`src/rtl/exec_controller.sv`:
```
// Run/step/halt sequencer for the single-cycle core: one enable gates PC, register-file and DMEM updates.
// Buttons act three edges after they rise; a breakpoint drops the enable in the same cycle the PC matches.
module exec_controller (
    input  logic        SYS_clk,
    input  logic        SYS_reset,
    input  logic        run_btn,
    input  logic        step_btn,
    input  logic        halt_btn,
    input  logic        bp_enable,
    input  logic [31:0] bp_addr,
    input  logic [31:0] pc_value,
    input  logic        clr_cnt,
    output logic        cpu_en,
    output logic [1:0]  state,
    output logic [31:0] instr_count
);

    localparam logic [1:0] S_HALT  = 2'b00;
    localparam logic [1:0] S_RUN   = 2'b01;
    localparam logic [1:0] S_STEP  = 2'b10;
    localparam logic [1:0] S_BREAK = 2'b11;

    // Button vectors are ordered {halt, step, run}
    logic [2:0]  r_sync1;
    logic [2:0]  r_sync2;
    logic [2:0]  r_sync3;
    logic [1:0]  r_state;
    logic        r_skip_bp;
    logic [31:0] r_instr_count;

    logic [2:0]  w_edge;
    logic        w_halt_p;
    logic        w_step_p;
    logic        w_run_p;
    logic        w_bp_hit;
    logic        w_cpu_en;
    logic [1:0]  w_state_nxt;
    logic        w_skip_nxt;

    always_ff @(posedge SYS_clk or posedge SYS_reset) begin
        if (SYS_reset) begin
            r_sync1 <= 3'b000;
            r_sync2 <= 3'b000;
            r_sync3 <= 3'b000;
        end else begin
            r_sync1 <= {halt_btn, step_btn, run_btn};
            r_sync2 <= r_sync1;
            r_sync3 <= r_sync2;
        end
    end

    assign w_edge   = r_sync2 & ~r_sync3;
    assign w_halt_p = w_edge[2];
    assign w_step_p = w_edge[1] & ~w_edge[2];
    assign w_run_p  = w_edge[0] & ~w_edge[1] & ~w_edge[2];
    assign w_bp_hit = bp_enable & (pc_value == bp_addr) & ~r_skip_bp;

    always_comb begin
        w_cpu_en    = 1'b0;
        w_state_nxt = r_state;
        w_skip_nxt  = r_skip_bp;
        case (r_state)
            S_HALT: begin
                if (w_step_p)     w_state_nxt = S_STEP;
                else if (w_run_p) w_state_nxt = S_RUN;
            end
            S_STEP: begin
                w_cpu_en    = 1'b1;
                w_state_nxt = S_HALT;
            end
            S_RUN: begin
                w_cpu_en = ~w_bp_hit & ~w_halt_p;
                if (w_halt_p)      w_state_nxt = S_HALT;
                else if (w_bp_hit) w_state_nxt = S_BREAK;
                if (w_cpu_en)      w_skip_nxt  = 1'b0;
            end
            default: begin
                if (w_halt_p) begin
                    w_state_nxt = S_HALT;
                end else if (w_step_p) begin
                    w_state_nxt = S_STEP;
                end else if (w_run_p) begin
                    w_state_nxt = S_RUN;
                    w_skip_nxt  = 1'b1;
                end
            end
        endcase
        // Any return to HALT forgets a pending breakpoint skip
        if (w_state_nxt == S_HALT) w_skip_nxt = 1'b0;
    end

    always_ff @(posedge SYS_clk or posedge SYS_reset) begin
        if (SYS_reset) begin
            r_state       <= S_HALT;
            r_skip_bp     <= 1'b0;
            r_instr_count <= 32'd0;
        end else begin
            r_state   <= w_state_nxt;
            r_skip_bp <= w_skip_nxt;
            if (clr_cnt)       r_instr_count <= 32'd0;
            else if (w_cpu_en) r_instr_count <= r_instr_count + 32'd1;
        end
    end

    assign cpu_en      = w_cpu_en;
    assign state       = r_state;
    assign instr_count = r_instr_count;

endmodule

```
`config.mk`:
```
export PLATFORM = sky130hd
export DESIGN_NAME = exec_controller
export DESIGN_NICKNAME = d
export VERILOG_FILES = /design/src/rtl/exec_controller.sv
export SDC_FILE = /design/constraint.sdc
export NUM_CORES = 1
export LEC_CHECK = 0
export ABC_AREA = 1
export ABC_CLOCK_PERIOD_IN_PS = 1700
export CORE_UTILIZATION = 48
export DETAILED_ROUTE_END_ITERATION = 10
export PLACE_DENSITY = 0.93
export SLEW_MARGIN = 20
export SYNTH_ARGS = -nofsm -noshare
export SYNTH_HDL_FRONTEND = slang
export SYNTH_SLANG_ARGS = --single-unit
```
`constraint.sdc`:
```
create_clock -name SYS_clk -period 1.7 [get_ports SYS_clk]
set_input_delay 0.34 -clock SYS_clk [delete_from_list [all_inputs] [get_ports SYS_clk]]
set_output_delay 0.34 -clock SYS_clk [all_outputs]
set_load 0.05 [all_outputs]
```
==> impl_results.html <==
<table>
<tr><th>Metric</th><th>Value</th></tr>
<tr><th colspan="2">Run status</th></tr>
<tr><td>Result of the run</td><td>finished with violations</td></tr>
<tr><td>Failing checks</td><td>negative setup slack</td></tr>
<tr><th colspan="2">Finish</th></tr>
<tr><td>Area growth from synthesis to layout</td><td>45.52%</td></tr>
<tr><td>Ratio of cells with drive above 1 in the final layout</td><td>between 30 and 40%</td></tr>
<tr><td>Final instance area</td><td>approximately 5000 um2</td></tr>
<tr><td>Total inserted antenna cells</td><td>0</td></tr>
<tr><td>Total number of nets in the final design</td><td>708</td></tr>
<tr><td>Most common library cell in the layout ignoring fill and taps</td><td>sky130_fd_sc_hd__nand2_1</td></tr>
<tr><td>Final Non-Filler Cells</td><td>approximately 730</td></tr>
<tr><td>Commonest cells after routing, fill and taps aside</td><td>sky130_fd_sc_hd__nand2_1 (110), sky130_fd_sc_hd__inv_1 (81), sky130_fd_sc_hd__buf_4 (63)</td></tr>
<tr><th colspan="2">STA</th></tr>
<tr><td>Share of the clock period used by the worst path after layout</td><td>119.0%</td></tr>
<tr><td>Slew HR</td><td>74.04%</td></tr>
<tr><td>Max-slew violation count</td><td>0</td></tr>
<tr><td>Layout Skew</td><td>0.009173 ns</td></tr>
<tr><td>Actual transition at the worst max-transition pin</td><td>a little under 0.4 ns</td></tr>
<tr><td>Highest clock frequency the design can meet</td><td>roughly 500 MHz</td></tr>
<tr><td>Crit path setup slack, layout</td><td>-0.3225 ns</td></tr>
<tr><td>Minimum clock period after layout</td><td>2.022 ns</td></tr>
<tr><td>Number of hold violations in the final report</td><td>0</td></tr>
<tr><td>Setup repair after global routing missed its margin</td><td>yes</td></tr>
<tr><td>Final count of negative-setup-slack endpoints</td><td>33</td></tr>
<tr><th colspan="2">Global route</th></tr>
<tr><td>Wire length of the first global-routing pass</td><td>15320 um</td></tr>
<tr><td>Antenna violations before repair</td><td>0</td></tr>
<tr><td>Global Route Usage Sum</td><td>a little over a quarter</td></tr>
<tr><td>Largest net degree at the start of global routing</td><td>45</td></tr>
<tr><td>Via count of the first global-routing pass</td><td>between 3k and 4k</td></tr>
<tr><td>Overflow after GRT</td><td>0</td></tr>
<tr><th colspan="2">CTS</th></tr>
<tr><td>Number of buffers created by CTS</td><td>5</td></tr>
<tr><td>Latest clock arrival within the worst-skew pair</td><td>approximately 0.30 ns</td></tr>
<tr><td>Clock-pin slew on the worst setup and hold paths</td><td>approximately 0.08 ns</td></tr>
<tr><td>TritonCTS clock tree</td><td>yes</td></tr>
<tr><td># hold bufs at CTS</td><td>0</td></tr>
<tr><td>Clock sink count</td><td>44</td></tr>
<tr><td>H-tree depth reported by CTS</td><td>2</td></tr>
<tr><td>Maximum number of buffers from clock root to sink</td><td>2</td></tr>
<tr><td>Master cell of the clock root buffer</td><td>sky130_fd_sc_hd__clkbuf_8</td></tr>
<tr><th colspan="2">Critical path</th></tr>
<tr><td>Length in cells of the worst reg-to-reg path</td><td>14</td></tr>
<tr><td>RR Startpoint</td><td>r_skip_bp</td></tr>
<tr><td>Crit path arrival time</td><td>1.68 ns</td></tr>
<tr><td>Req. time, crit path</td><td>between 1 and 1.5 ns</td></tr>
<tr><td>Termination of the worst setup path</td><td>cpu_en</td></tr>
<tr><td>CP Capture Type</td><td>output port</td></tr>
<tr><td>Highest net fanout along the worst path</td><td>3</td></tr>
<tr><td>Worst-case register-to-register setup slack</td><td>-0.13 ns</td></tr>
<tr><td>Startpoint type of the worst setup path</td><td>input port</td></tr>
<tr><td>Critical path start-end classification</td><td>input port to output port</td></tr>
<tr><td>Critical register-to-register path endpoint</td><td>instr_count[6]</td></tr>
<tr><td>Worst setup path startpoint</td><td>bp_addr[12]</td></tr>
<tr><th colspan="2">Power</th></tr>
<tr><td>Proportion of power drawn by the clock network</td><td>between 20% and 30%</td></tr>
<tr><td>Leakage component of the power</td><td>between 2 and 2.5 nW</td></tr>
<tr><td>Net switching fraction of the power</td><td>a little over a third</td></tr>
<tr><td>Switching component of the power</td><td>1.305 mW</td></tr>
<tr><td>Part of the total power dissipated in combinational logic</td><td>45.4%</td></tr>
<tr><td>Areal power density over the cells</td><td>a little over 700 nW/um2</td></tr>
<tr><td>Total internal power</td><td>about 2.3 mW</td></tr>
<tr><td>Fraction of power consumed by sequential logic</td><td>approximately 32%</td></tr>
<tr><td>Largest voltage drop on the vdd net</td><td>approximately 0.46 mV</td></tr>
<tr><th colspan="2">Die</th></tr>
<tr><td>Width of the chip</td><td>86.91 um</td></tr>
<tr><td>Core outline area</td><td>6869 um2</td></tr>
<tr><td>Die H</td><td>roughly 87 um</td></tr>
<tr><td>Area enclosed by the die boundary</td><td>between 7000 and 8000 um2</td></tr>
<tr><td>Starting density of the core</td><td>between 50 and 60%</td></tr>
<tr><td>Number of standard-cell rows in the floorplan</td><td>30</td></tr>
<tr><td>Num ports</td><td>106</td></tr>
<tr><th colspan="2">Synth</th></tr>
<tr><td>Multiplexer share of the synthesized area</td><td>0%</td></tr>
<tr><td>Fraction of synthesis flops using an asynchronous set or reset pin</td><td>between 90% and 100%</td></tr>
<tr><td>Combinational family with the most area after synthesis</td><td>simple AND/OR/NAND/NOR gates</td></tr>
<tr><td>Number of nets produced by synthesis</td><td>between 500 and 600</td></tr>
<tr><td>Simple-Gate Fraction of Synth Area</td><td>35.32%</td></tr>
<tr><td>Top FF cell, synth</td><td>sky130_fd_sc_hd__dfrtp_1</td></tr>
<tr><td>Seq cells post-synth</td><td>between 40 and 50</td></tr>
<tr><td>Total standard cell area after synthesis</td><td>3461 um2</td></tr>
<tr><td>Synth Area in Compound Gates</td><td>under 10%</td></tr>
<tr><td>Synthesis Warnings</td><td>0</td></tr>
<tr><td>Adder-cell area share of the yosys netlist</td><td>under 10%</td></tr>
<tr><td>Number of synthesized flops with an enable pin</td><td>0</td></tr>
<tr><td>Mean instance size in the synthesized netlist</td><td>7.063 um2</td></tr>
<tr><td>Library cells used by synthesis</td><td>30</td></tr>
<tr><td>Register area share after synthesis</td><td>roughly a third</td></tr>
<tr><td>Post-synthesis share of cell area spent on xor and xnor gates</td><td>around 10%</td></tr>
<tr><td>Count of mapped cells out of synthesis</td><td>490</td></tr>
<tr><th colspan="2">Drt</th></tr>
<tr><td>Average via count per standard cell</td><td>roughly 5</td></tr>
<tr><td>Antenna Violating Nets Remaining</td><td>0</td></tr>
<tr><td>Count of unresolved DRC violations after routing</td><td>0</td></tr>
<tr><td>Drt wl/cell</td><td>14.05 um</td></tr>
<tr><td>Total wire length</td><td>around 10000 um</td></tr>
<tr><td>Drt first pass iters</td><td>4</td></tr>
<tr><td>Total via count after detailed routing</td><td>around 3.7k</td></tr>
<tr><td>DRC marker count from the first detailed-route iteration</td><td>between 200 and 250</td></tr>
<tr><th colspan="2">Placed design</th></tr>
<tr><td>Final HPWL from detailed placement</td><td>7775 um</td></tr>
<tr><td>RePlAce Congestion</td><td>roughly 0.96</td></tr>
<tr><td>IO buf count</td><td>~110</td></tr>
<tr><td>Number of placed cells counting well taps</td><td>~700</td></tr>
<tr><td>Placed instance area</td><td>roughly 4800 um2</td></tr>
<tr><th colspan="2">Run</th></tr>
<tr><td>Max capacitance violation total</td><td>0</td></tr>
<tr><th colspan="2">Worst hold path</th></tr>
<tr><td>Worst Min Path Start</td><td>r_sync1[2]</td></tr>
<tr><td>Hold Path Class</td><td>register to register</td></tr>
</table>
## flip-flops by register name, summed over array words and instances, names as in the netlist
register,flops
instr_count,32
state,2
r_skip_bp,1
r_sync2,3
r_sync3,3
r_sync1,3
## per-stage QoR
step / TNS, ns / total power, mW / utilization [%] / hold WS, ns / setup WS (ns)
finish: -4.569 / 3.565 / 73.32 / 0.3466 / -0.3225
global route: -7.567 / 3.734 / 73.32 / 0.3597 / -0.4075
CTS: -1.555 / 3.290 / 71.28 / 0.3459 / -0.3522
detailed placement: -18.73 / 2.515 / 70.56 / 0.3347 / -0.5755
global placement: -16.51 / 2.474 / 70.56 / 0.3350 / -0.5268
floorplan: -0.07771 / 1.985 / - / 0.3312 / -0.04131
## final cells by class
type,instances,area (um2)
multi-input combinational,344,1993
fill,540,1833
timing repair buffer,145,1328
sequential,44,1135
inverter,92,352.8
tap,96,120.1
clock buffer,6,72.57
clock inverter,2,35.03
## worst min-delay path by stage
stage                       to  slack [ns]  cells past startpoint
floorplan           r_sync2[0]        0.33                      0
global placement    r_sync2[1]        0.33                      0
detailed placement  r_sync2[0]        0.33                      0
CTS                 r_sync2[2]        0.35                      0
global route        r_sync2[1]        0.36                      0
finish              r_sync2[2]        0.35                      0
## synthesized netlist by cell type (2+ instances only)
cell | instances | area [um2]
sky130_fd_sc_hd__a21oi_1 | 5 | 25.02
sky130_fd_sc_hd__buf_6 | 6 | 67.56
sky130_fd_sc_hd__clkbuf_1 | 3 | 11.26
sky130_fd_sc_hd__dfrtp_1 | 44 | 1101
sky130_fd_sc_hd__ha_1 | 5 | 62.56
sky130_fd_sc_hd__inv_1 | 84 | 315.3
sky130_fd_sc_hd__inv_2 | 8 | 30.03
sky130_fd_sc_hd__nand2_1 | 111 | 416.7
sky130_fd_sc_hd__nand2_2 | 22 | 137.6
sky130_fd_sc_hd__nand2_4 | 2 | 22.52
sky130_fd_sc_hd__nand3_1 | 23 | 115.1
sky130_fd_sc_hd__nand4_1 | 8 | 50.05
sky130_fd_sc_hd__nor2_1 | 54 | 202.7
sky130_fd_sc_hd__nor2_2 | 5 | 31.28
sky130_fd_sc_hd__nor3_1 | 15 | 75.07
sky130_fd_sc_hd__nor3_2 | 11 | 110.1
sky130_fd_sc_hd__o21ai_0 | 8 | 40.04
sky130_fd_sc_hd__o21ai_1 | 3 | 15.01
sky130_fd_sc_hd__o21ai_2 | 25 | 219.0
sky130_fd_sc_hd__xnor2_1 | 9 | 78.83
sky130_fd_sc_hd__xor2_1 | 30 | 262.8
## critical path, stage by stage
cell and delay (ns):
sky130_fd_sc_hd__clkdlybuf4s50_1 0.47, sky130_fd_sc_hd__xnor2_1 0.12, sky130_fd_sc_hd__nand3_1 0.10, sky130_fd_sc_hd__nor2_1 0.12
sky130_fd_sc_hd__nand3_2 0.10, sky130_fd_sc_hd__nand2_2 0.08, sky130_fd_sc_hd__nand2_2 0.06, sky130_fd_sc_hd__nand2_4 0.11
sky130_fd_sc_hd__inv_8 0.04, sky130_fd_sc_hd__buf_8 0.14
## per-layer routing
layer,vias to the layer above,GRT usage [%],routed length (um)
li1,1784,-,-
met5,-,0,0
met4,0,8.182,200
met2,167,47.39,5047
met3,21,5.118,823
met1,1684,31.53,4168
## power groups by stage
stage / clock (mW) / combinational [mW] / sequential [mW]
detailed placement: 0 / 1.35 / 1.16
global route: 0.852 / 1.73 / 1.15
global placement: 0 / 1.31 / 1.16
floorplan: 0 / 0.705 / 1.28
finish: 0.802 / 1.62 / 1.14
CTS: 0.812 / 1.33 / 1.14
## repair_timing
| action | CTS | global route |
|---|---|---|
| endpoints found under the setup margin | 34 | 35 |
| cloned | 0 | 4 |
| buffers inserted | 1 | 3 |
| pin swaps | 38 | 2 |
| gates resized for setup | 71 | 10 |
## cells by family (layout without fill, tap and decap cells)
family	after synthesis	after routing
compound gates	42	42
xor+xnor	39	39
fa+ha+maj	5	5
buf+inv	102	245
flops	44	44
simple gates	258	258
Power figures use the tool's default switching activity.
